==> config.mk <==
export PLATFORM = sky130hd
export DESIGN_NAME = bit_index_encoder_flat
export DESIGN_NICKNAME = d
export VERILOG_FILES = /design/src/rtl/bit_index_encoder_if.sv /design/src/rtl/bit_index_encoder.sv /design/src/flat_wrapper.sv
export SDC_FILE = /design/constraint.sdc
export NUM_CORES = 1
export LEC_CHECK = 0
export ABC_CLOCK_PERIOD_IN_PS = 3070
export BUFFER_PORTS_ARGS = -buffer_cell sky130_fd_sc_hd__buf_4
export CORE_MARGIN = 2
export CORE_UTILIZATION = 61
export DETAILED_ROUTE_END_ITERATION = 12
export PLACE_DENSITY = 0.82
export SLEW_MARGIN = 30
export SYNTH_ARGS = -nofsm -noshare
export SYNTH_HDL_FRONTEND = slang
export SYNTH_SLANG_ARGS = --single-unit
==> constraint.sdc <==
create_clock -name clock -period 3.07 [get_ports clock]
set_input_delay 0.1535 -clock clock [delete_from_list [all_inputs] [get_ports clock]]
set_output_delay 0.1535 -clock clock [all_outputs]
set_load 0.01 [all_outputs]
==> src/rtl/bit_index_encoder_if.sv <==
// Purpose : stream bundle for bit_index_encoder (vector in, index stream out, status).
// Ports   : vec_valid/vec_ready/vec_data in; idx_valid/idx_ready/idx_data/idx_last out;
//           vec_count/zero_vec status. slave = encoder view, master = producer/consumer view.
`timescale 1ns/1ps
interface bit_index_encoder_if #(
    parameter int WIDTH = 16,
    parameter int IDX_W = 4,
    parameter int CNT_W = 5
);
    // Vector input stream
    logic             vec_valid;
    logic             vec_ready;
    logic [WIDTH-1:0] vec_data;

    // Index output stream
    logic             idx_valid;
    logic             idx_ready;
    logic [IDX_W-1:0] idx_data;
    logic             idx_last;

    // Status
    logic [CNT_W-1:0] vec_count;
    logic             zero_vec;

    // Encoder side
    modport slave (
        input  vec_valid,
        input  vec_data,
        output vec_ready,
        output idx_valid,
        output idx_data,
        output idx_last,
        input  idx_ready,
        output vec_count,
        output zero_vec
    );

    // Environment side: drives vectors, consumes indices
    modport master (
        output vec_valid,
        output vec_data,
        input  vec_ready,
        input  idx_valid,
        input  idx_data,
        input  idx_last,
        output idx_ready,
        input  vec_count,
        input  zero_vec
    );
endinterface

==> src/rtl/bit_index_encoder.sv <==
// Purpose : serialises the indices of all set bits of a WIDTH-bit vector, lowest first.
// Latency : vector accepted at edge N -> first index valid in cycle N+1; one index per cycle.
// Backpr. : idx_valid never drops while an index is pending; idx_data/idx_last held until
//           idx_ready. vec_ready only in IDLE, so a new vector waits for the final handshake.
// Ports   : clock, reset_n (async active-low), bus (bit_index_encoder_if.slave).
//           Interface parameters must match WIDTH/IDX_W/CNT_W of this module.
`timescale 1ns/1ps
module bit_index_encoder #(
    parameter int WIDTH = 16,   // 2 <= WIDTH <= 2**IDX_W
    parameter int IDX_W = 4,
    parameter int CNT_W = 5     // must be able to hold the value WIDTH
) (
    input  logic               clock,
    input  logic               reset_n,
    bit_index_encoder_if.slave bus
);

    typedef enum logic [1:0] {
        IDLE = 2'd0,
        EMIT = 2'd1,
        ZERO = 2'd2
    } state_t;

    state_t           state_q, state_d;
    logic [WIDTH-1:0] shadow_q, shadow_d;   // bits still to be emitted
    logic [CNT_W-1:0] count_q, count_d;     // popcount of last accepted vector

    logic [WIDTH-1:0] low_onehot;           // lowest set bit of shadow, isolated
    logic [IDX_W-1:0] low_idx;              // its index
    logic             single_bit;           // shadow holds exactly one set bit

    function automatic logic [CNT_W-1:0] popcount(input logic [WIDTH-1:0] v);
        logic [CNT_W-1:0] c;
        c = '0;
        for (int i = 0; i < WIDTH; i++) begin
            c = c + CNT_W'(v[i]);
        end
        return c;
    endfunction

    // Two's-complement trick: x & -x keeps only the lowest set bit.
    assign low_onehot = shadow_q & (~shadow_q + WIDTH'(1));

    // Exactly one bit set: non-zero, and nothing remains once the lowest bit is removed.
    assign single_bit = (shadow_q != '0) && ((shadow_q & ~low_onehot) == '0);

    // Priority encoder: scanning from the top down leaves the lowest set index last.
    always_comb begin
        low_idx = '0;
        for (int i = WIDTH - 1; i >= 0; i--) begin
            if (shadow_q[i]) begin
                low_idx = IDX_W'(i);
            end
        end
    end

    // Next-state logic
    always_comb begin
        state_d  = state_q;
        shadow_d = shadow_q;
        count_d  = count_q;
        case (state_q)
            IDLE: begin
                if (bus.vec_valid) begin
                    shadow_d = bus.vec_data;
                    count_d  = popcount(bus.vec_data);
                    state_d  = (bus.vec_data != '0) ? EMIT : ZERO;
                end
            end
            EMIT: begin
                if (bus.idx_ready) begin
                    shadow_d = shadow_q & ~low_onehot;
                    if (single_bit) begin
                        state_d = IDLE;
                    end
                end
            end
            ZERO: begin
                state_d = IDLE;
            end
            default: begin
                state_d  = IDLE;
                shadow_d = '0;
            end
        endcase
    end

    // State registers
    always_ff @(posedge clock or negedge reset_n) begin
        if (!reset_n) begin
            state_q  <= IDLE;
            shadow_q <= '0;
            count_q  <= '0;
        end else begin
            state_q  <= state_d;
            shadow_q <= shadow_d;
            count_q  <= count_d;
        end
    end

    // Outputs are pure functions of registered state, so reset takes effect at once.
    // Index outputs are gated so they read zero outside EMIT.
    always_comb begin
        bus.vec_ready = (state_q == IDLE);
        bus.idx_valid = (state_q == EMIT);
        bus.idx_data  = (state_q == EMIT) ? low_idx : '0;
        bus.idx_last  = (state_q == EMIT) && single_bit;
        bus.vec_count = count_q;
        bus.zero_vec  = (state_q == ZERO);
    end

    // Stream invariants
    a_idx_hold : assert property (
        @(posedge clock) disable iff (!reset_n)
        (bus.idx_valid && !bus.idx_ready) |=>
            (bus.idx_valid && $stable(bus.idx_data) && $stable(bus.idx_last))
    );

    a_emit_nonzero : assert property (
        @(posedge clock) disable iff (!reset_n)
        (state_q == EMIT) |-> (shadow_q != '0)
    );

endmodule

==> src/flat_wrapper.sv <==
// flat-port wrapper written by rule: the top's interface ports become plain ports
module bit_index_encoder_flat 
#(
    parameter int WIDTH = 16,                            
    parameter int IDX_W = 4,
    parameter int CNT_W = 5                                            
)
  (clock, reset_n, bus_vec_valid, bus_vec_data, bus_vec_ready, bus_idx_valid, bus_idx_data, bus_idx_last, bus_idx_ready, bus_vec_count, bus_zero_vec);
  bit_index_encoder_if #(.WIDTH(WIDTH), .IDX_W(IDX_W), .CNT_W(CNT_W)) bus_i ();
  input  logic clock;
  input  logic reset_n;
  input wire logic [$bits(bus_i.vec_valid)-1:0] bus_vec_valid;
  input wire logic [$bits(bus_i.vec_data)-1:0] bus_vec_data;
  output wire logic [$bits(bus_i.vec_ready)-1:0] bus_vec_ready;
  output wire logic [$bits(bus_i.idx_valid)-1:0] bus_idx_valid;
  output wire logic [$bits(bus_i.idx_data)-1:0] bus_idx_data;
  output wire logic [$bits(bus_i.idx_last)-1:0] bus_idx_last;
  input wire logic [$bits(bus_i.idx_ready)-1:0] bus_idx_ready;
  output wire logic [$bits(bus_i.vec_count)-1:0] bus_vec_count;
  output wire logic [$bits(bus_i.zero_vec)-1:0] bus_zero_vec;
  assign bus_i.vec_valid = bus_vec_valid;
  assign bus_i.vec_data = bus_vec_data;
  assign bus_vec_ready = bus_i.vec_ready;
  assign bus_idx_valid = bus_i.idx_valid;
  assign bus_idx_data = bus_i.idx_data;
  assign bus_idx_last = bus_i.idx_last;
  assign bus_i.idx_ready = bus_idx_ready;
  assign bus_vec_count = bus_i.vec_count;
  assign bus_zero_vec = bus_i.zero_vec;
  bit_index_encoder #(.WIDTH(WIDTH), .IDX_W(IDX_W), .CNT_W(CNT_W)) u_core (.clock(clock), .reset_n(reset_n), .bus(bus_i));
endmodule
==> summary.md, run 1 <==
| Metric | Value |
|---|---|
| Register-to-register path setup slack | `0.85 ns` |
| YS warnings | `0` |
| Initial Utilization | `0.6455` |
| Top cells by area, synth | `dfrtp_1, fa_1, o21ai_0` |
| Hold path startpoint | `bus_vec_data[14]` |
| First-pass GRT wire length | `between 8000 and 9000 um` |
| Post-synth ARST share | `1.000` |
| Final setup fails | `4` |
| Status | `finished with violations` |
| Setup tns final | `-0.8692 ns` |
| DR vias/cell | `approximately 5.9` |
| CTS tree | `built` |
| Synth unique cells | `51` |
| Worst Hold Path EP | `u_core.shadow_q[14]` |
| Final Cycle Share | `1.077` |
| Crit path max fanout | `2` |
| Vias in the first global route | `about 1800` |
| Clk_skew | `0.005034 ns` |
| Buffers on Ports | `32` |
| Cell Rows | `20` |
| Die area | `0.003701 mm2` |
| CP Launch Type | `input port` |
| Hold depth | `2` |
| Mapped Area | `between 0.0015 and 0.002 mm2` |
| Dpl hpwl | `between 3000 and 4000 um` |
| Clock Root Buffer | `clkbuf_4` |
| Total routed wirelength | `4872 um` |
| Placer Congestion | `about 0.86` |
| Num CTS Buffers | `3` |
| Critical path arrival | `3.57 ns` |
| Vias | `roughly 1900` |
| Max IR drop VDD | `between 0.0004 and 0.0005 V` |
| Failing checks | `setup timing` |
| Total of max-cap violations | `0` |
| Mapped Cells | `240` |
| GRT Residual Overflow | `0` |
| GRT Total Usage | `0.3014` |
| Leak | `1.127 nW` |
| RSZ-0062 raised after global routing | `yes` |
| Share of the synthesized area in the top cell type | `0.2921` |
| Reg2reg end | `u_core.state_q[0]` |
| Initial DRC Count | `~180` |
| DR pass1 iterations | `4` |
| Clock Tree Buf Depth | `2` |
| Seq. cell area | `575.6 um2` |
| Detail Route Antenna Nets | `0` |
| Post-synth EDFFs | `0` |
| Total core area | `a little over 0.003 mm2` |
| Largest net degree at the start of global routing | `24` |
| Crit Path Class | `input port to register` |
| N_diodes | `0` |
| Detail-routed net length per standard cell | `around 15 um` |
| Die Wd | `between 60 and 70 um` |
| Cell taking the most area after synthesis | `dfrtp_1` |
| Post-route DRC | `0` |
| Clock slew at reported path FFs | `approximately 0.14 ns` |
| WP data required | `approximately 3.3 ns` |
| Synthesis-to-finish area growth | `21.27%` |
| Worst setup EP type | `register` |
| Worst hold path type | `input port to register` |
| Worst R2R Start | `u_core.shadow_q[0]` |
| Fillers | `239` |
| Max-slew violation count | `0` |
| Post-route minimum period | `between 3 and 4 ns` |
| F_max | `around 300 MHz` |
| Fraction of layout cells with a size suffix above 1 | `0.2473` |
| Syn nets | `277` |
| Depth of the most critical reg-to-reg path | `6` |
| Multi-input logic area | `between 0.001 and 0.0015 mm2` |
| Number of synthesized register bits | `23` |
| Sequential-to-total area share from yosys stat | `0.2921` |
| Die height | `around 61 um` |
| Initial antenna violation count | `0` |
| Skew-Pair Late Insertion Delay | `0.33 ns` |
| Hold Vio Cnt, Final | `0` |
| Worst Max-Slew Pin Slew | `roughly 0.67 ns` |
| PD cells | `between 900 and 1000 mW/mm2` |
| I/O Pins | `33` |
| Setup ws final | `-0.2355 ns` |
| Clock Sink Count | `23` |
| H-tree depth | `1` |
| Syn_area_per_cell | `around 8 um2` |
| Slew headroom | `0.5517` |
| Fin area | `between 0.002 and 0.0025 mm2` |
| NumNets Final | `approximately 310` |
| Top FF cell, synth | `dfrtp_1` |
| Post-Place Cell Area | `0.002326 mm2` |
synthesized netlist by cell type, types with 2 or more instances:
cell	count
inv_1	30
dfrtp_1	23
nor2_1	23
o21ai_0	23
nand2_1	22
a21oi_1	10
fa_1	10
clkbuf_1	9
o21ai_1	9
ha_1	7
nor2b_1	5
nor3_1	5
a31oi_1	4
o31a_1	4
a22o_1	3
a22oi_1	3
buf_1	3
buf_2	3
nor4_1	3
o211ai_1	3
o22ai_1	3
and2_1	2
nand2b_1	2
nor4_4	2
o31ai_1	2
xor2_1	2
registers in the layout (all words and copies together) (netlist names):
name,cells
u_core.shadow_q,16
u_core.bus.vec_count,5
u_core.state_q,2
cells in the final DEF (no fill, tap or decap), types with 2 or more instances in the layout:
master / instances
o211ai_1: 3
o21ai_0: 18
nor2_1: 23
o31a_1: 4
buf_8: 2
clkbuf_4: 3
and2_1: 2
nand2b_1: 2
xor2_1: 2
buf_4: 44
a21oi_1: 9
inv_1: 26
ha_1: 6
o21ai_1: 13
fa_2: 2
nor4_4: 2
nor2b_1: 5
o22ai_1: 3
nor4_1: 3
a31oi_1: 4
fa_1: 8
dfrtp_1: 23
a22oi_1: 3
o31ai_1: 2
nand2_1: 22
nor3_1: 5
inv_2: 2
a22o_1: 3
how the worst max path moves through the flow:
stage | start | to | slack [ns]
floorplan | bus_vec_data[1] | u_core.bus.vec_count[4] | -0.41
global placement | bus_vec_data[1] | u_core.bus.vec_count[4] | -0.61
detailed placement | bus_vec_data[1] | u_core.bus.vec_count[4] | -0.67
CTS | bus_vec_data[1] | u_core.bus.vec_count[4] | -0.25
global route | bus_vec_data[1] | u_core.bus.vec_count[4] | -0.37
finish | bus_vec_data[1] | u_core.bus.vec_count[4] | -0.24
layer usage:
| layer | share of wire | track usage | vias up |
|---|---|---|---|
| met2 | 0.51 | 0.5207 | 55 |
| met4 | 0.016 | 0.1025 | 0 |
| li1 | - | - | 902 |
| met1 | 0.43 | 0.3927 | 916 |
| met5 | 0 | 0 | - |
| met3 | 0.041 | 0.03412 | 7 |
per-stage QoR:
stage | hold WS, ns | utilization | power, mW | setup slack [ns] | std cells
2_1_floorplan | -0.1421 | - | 1.534 | -0.4116 | 240
3_3_place_gp | 0.06503 | 0.7619 | 1.929 | -0.6054 | 313
3_5_place_dp | 0.06578 | 0.7619 | 1.976 | -0.6747 | 313
4_1_cts | 0.08585 | 0.7803 | 2.138 | -0.2453 | 319
5_1_grt | 0.08626 | 0.7828 | 2.347 | -0.3715 | 319
6_report | 0.08623 | 0.7828 | 2.153 | -0.2355 | 319
worst max-delay path, cell delays in order:
cell and delay, ns:
buf_8 0.09, inv_8 0.03, ha_4 0.25, inv_2 0.03, fa_1 0.49, inv_2 0.04, fa_1 0.47, fa_1 0.51
inv_1 0.05, fa_1 0.45, fa_2 0.37, fa_2 0.36, nor2b_1 0.12, o21ai_1 0.06, o21ai_1 0.11
layout make-up:
type,count,area share
multi-input cells,171,0.5173
well taps,44,0.02304
clock inverters,1,0.002094
repair buffers,47,0.1550
inverters,30,0.05236
flip-flops and latches,23,0.2408
clock buffers,3,0.009424
power by group:
group	leakage [nW]	internal (mW)	total, mW	switching [mW]
logic	0.817	0.658	1.38	0.718
clock network	0.0177	0.0489	0.150	0.101
registers	0.293	0.416	0.628	0.211
total	1.13	1.12	2.15	1.03
cells by family (layout without fill, tap and decap cells):
kind of cell,Yosys count,after routing,synth area share
buffers and inverters,46,81,0.09333
xor gates and xnor gates,2,2,0.008891
DFF,23,23,0.2921
and+or+nand+nor,75,75,0.2070
adders and majority gates,18,18,0.1511
AOI/OAI and AO/OA,76,76,0.2476
repair_timing:
| action | in CTS | in global routing |
|---|---|---|
| resized for setup | 5 | 3 |
| pin swaps | 3 | 3 |
| setup endpoints to repair | 4 | 4 |
| buffers inserted | 1 | 0 |
| hold buffers | 1 | 0 |
| hold endpoints to repair | 23 | 0 |
(Power assumes the default switching activity.)
==> inputs of run 2 (changes only) <==
--- a/config.mk
+++ b/config.mk
@@ -6,11 +6,11 @@
 export NUM_CORES = 1
 export LEC_CHECK = 0
 export ABC_CLOCK_PERIOD_IN_PS = 3070
-export BUFFER_PORTS_ARGS = -buffer_cell sky130_fd_sc_hd__buf_4
 export CORE_MARGIN = 2
-export CORE_UTILIZATION = 61
+export CORE_UTILIZATION = 65
 export DETAILED_ROUTE_END_ITERATION = 12
-export PLACE_DENSITY = 0.82
+export DONT_BUFFER_PORTS = 1
+export PLACE_DENSITY = 0.77
 export SLEW_MARGIN = 30
 export SYNTH_ARGS = -nofsm -noshare
 export SYNTH_HDL_FRONTEND = slang
==> summary.md, run 2 (synthesis gave the netlist of run 1 again) <==
| Metric | Value |
|---|---|
| Status | `finished with violations` |
| Failing checks | `setup timing` |
| Total routed wirelength | `4832 um (-0.82%)` |
| Initial antenna violation count | `0 (unchanged)` |
| Commonest non-fill, non-tap cell in the layout | `inv_1` |
| Buffers on Ports | `0 (-100%)` |
| Final Total Pwr | `1.962 mW (-8.9%)` |
| Final setup fails | `4 (unchanged)` |
| Clock Sink Count | `23 (unchanged)` |
| Clock slew at reported path FFs | `0.13 ns (about the same)` |
| RSZ-0062 raised after global routing | `yes` |
| DR pass1 iterations | `4 (unchanged)` |
| CP Launch Type | `input port` |
| Post-route DRC | `0 (unchanged)` |
| Total of max-cap violations | `0 (unchanged)` |
| Post-route minimum period | `3.229 ns (-0.07646 ns)` |
| Clock Tree Buf Depth | `2 (unchanged)` |
| WP data required | `3.33 ns (about the same)` |
| I/O Pins | `33 (unchanged)` |
| Depth of the most critical reg-to-reg path | `6 (unchanged)` |
| Worst hold path type | `input port to register` |
| Crit path max fanout | `3 (+1)` |
| Detail Route Antenna Nets | `0 (unchanged)` |
| Buf/Inv on CP | `4 (-1)` |
| Critical-path cell list | `inv_12 -> ha_4 -> inv_2 -> fa_1 -> inv_2 -> fa_1 -> fa_1 -> inv_1 -> fa_1 -> fa_2 -> fa_2 -> xor2_1 -> o21ai_1` |
| N_diodes | `0 (unchanged)` |
| Clock Root Buffer | `clkbuf_4` |
| Worst R2R Start | `u_core.shadow_q[0]` |
| Fraction of layout cells with a size suffix above 1 | `0.1097 (-0.1376)` |
| Vias | `1765 (-6.1%)` |
| Die Wd | `59.06 um (-2.9%)` |
| Final Cycle Share | `1.052 (-0.02490)` |
| Hold path startpoint | `bus_vec_data[9]` |
| Detail-routed net length per standard cell | `18.03 um (+18%)` |
| Leak | `0.9296 nW (-18%)` |
| F_max | `309.7 MHz (+2.4%)` |
| Critical path arrival | `3.49 ns (-0.08 ns)` |
| Worst Max-Slew Pin Slew | `0.6706 ns (-0.001899 ns)` |
| GRT Residual Overflow | `0 (unchanged)` |
| Vias in the first global route | `1813 (-0.66%)` |
| Total core area | `0.002829 mm2 (-7.3%)` |
| Hold depth | `2 (unchanged)` |
| First-pass GRT wire length | `8756 um (+6.1%)` |
| Register-to-register path setup slack | `0.72 ns (-0.13 ns)` |
| NumNets Final | `275 (-12%)` |
| Reg2reg end | `u_core.state_q[0]` |
| GRT Total Usage | `0.3304 (+0.02904)` |
| DR vias/cell | `6.586 (+12%)` |
| Die area | `0.003488 mm2 (-5.8%)` |
| PD cells | `944.2 mW/mm2 (+4.8%)` |
| Synthesis-to-finish area growth | `5.460%` |
| Delay-heaviest family, CP | `adder cells` |
| Largest net degree at the start of global routing | `24 (unchanged)` |
| Number of flip-flops in the largest register | `16 (unchanged)` |
| H-tree depth | `1 (unchanged)` |
| Worst setup EP type | `register` |
| Initial DRC Count | `157 (-15%)` |
| Hold Vio Cnt, Final | `0 (unchanged)` |
| Crit-path max cell delay | `0.51 ns (about the same)` |
| Most flop-heavy register | `u_core.shadow_q` |
| CTS tree | `built` |
| Crit-path slowest cell | `fa_1` |
| Die height | `59.06 um (-2.9%)` |
| Setup ws final | `-0.1591 ns (+0.07646 ns)` |
| Clk_skew | `0.006917 ns (+0.001883 ns)` |
| Most frequent cells in the layout | `inv_1, nor2_1, dfrtp_1` |
| Num CTS Buffers | `3 (unchanged)` |
| Fillers | `218 (-8.8%)` |
| Slew headroom | `0.5529 (+0.001265)` |
| Initial Utilization | `0.6966 (+0.05110)` |
| Cell Rows | `19 (-5.0%)` |
| Post-Place Cell Area | `0.001994 mm2 (-14%)` |
| Crit Path Class | `input port to register` |
| Worst Hold Path EP | `u_core.shadow_q[9]` |
| Fin area | `0.002078 mm2 (-13%)` |
| Placer Congestion | `0.9050 (+5.0%)` |
| Dpl ws | `-0.5541 ns (+0.1207 ns)` |
| Max IR drop VDD | `0.0006700 V (+39%)` |
| Skew-Pair Late Insertion Delay | `0.32 ns (about the same)` |
| Dpl hpwl | `3769 um (-1.6%)` |
| Max-slew violation count | `0 (unchanged)` |
| Most frequent CP cell | `fa_1` |
==> run 2: cell count changes in the layout (fill, tap and decap cells not counted), sizes merged <==
cell         delta
buf            -41
clkbuf          +1
dlygate4sd3     +3
clkinv          -1
==> run 2: per-stage QoR <==
| stage | cells | hold WS, ns | TNS [ns] | util |
|---|---|---|---|---|
| detailed placement | 258 | -0.1416 | -2.128 | 0.7050 |
| finish | 268 | 0.01967 | -0.5657 | 0.7346 |
| global placement | 258 | -0.1416 | -1.807 | 0.7050 |
| CTS | 267 | 0.02117 | -0.6682 | 0.7329 |
| floorplan | 240 | -0.1421 | -1.504 | - |
| global route | 268 | 0.03638 | -0.9460 | 0.7346 |
==> run 2: layout make-up <==
cell class                 count  area [um2]  area share
clock buffer                   4       26.28     0.01264
timing repair buffer           9       75.07     0.03612
multi-input combinational    171        1232      0.5930
tap                           31       38.79     0.01866
inverter                      30       130.1     0.06261
sequential                    23       575.6      0.2769
==> run 2: power breakdown <==
part	internal [mW]	total [mW]	switching, mW
registers	0.415	0.678	0.262
clock network	0.0510	0.149	0.0982
logic	0.493	1.14	0.642
total	0.960	1.96	1.00
==> run 2: repair_timing <==
action	in CTS	in global routing
cloned	0	0
setup buffers	1	0
pin swaps	2	2
hold endpoints to repair	26	23
gates resized for setup	3	2
hold buffers	4	1
setup endpoints to repair	4	4
==> run 2: worst max-delay path by stage <==
stage,from,end,cells past startpoint
finish,bus_vec_data[1],u_core.bus.vec_count[2],13
global route,bus_vec_data[1],u_core.bus.vec_count[2],13
CTS,bus_vec_data[1],u_core.bus.vec_count[2],13
detailed placement,bus_vec_data[1],u_core.bus.vec_count[2],13
global placement,bus_vec_data[1],u_core.bus.vec_count[4],14
floorplan,bus_vec_data[1],u_core.bus.vec_count[4],14
==> run 2: per-layer routing <==
layer  share of wire  vias up  track usage
met4           0.027        0       0.1234
met3           0.062       14      0.05459
met2            0.49       72       0.5270
met1            0.42      853       0.4529
met5               0        -            0
li1                -      826            -
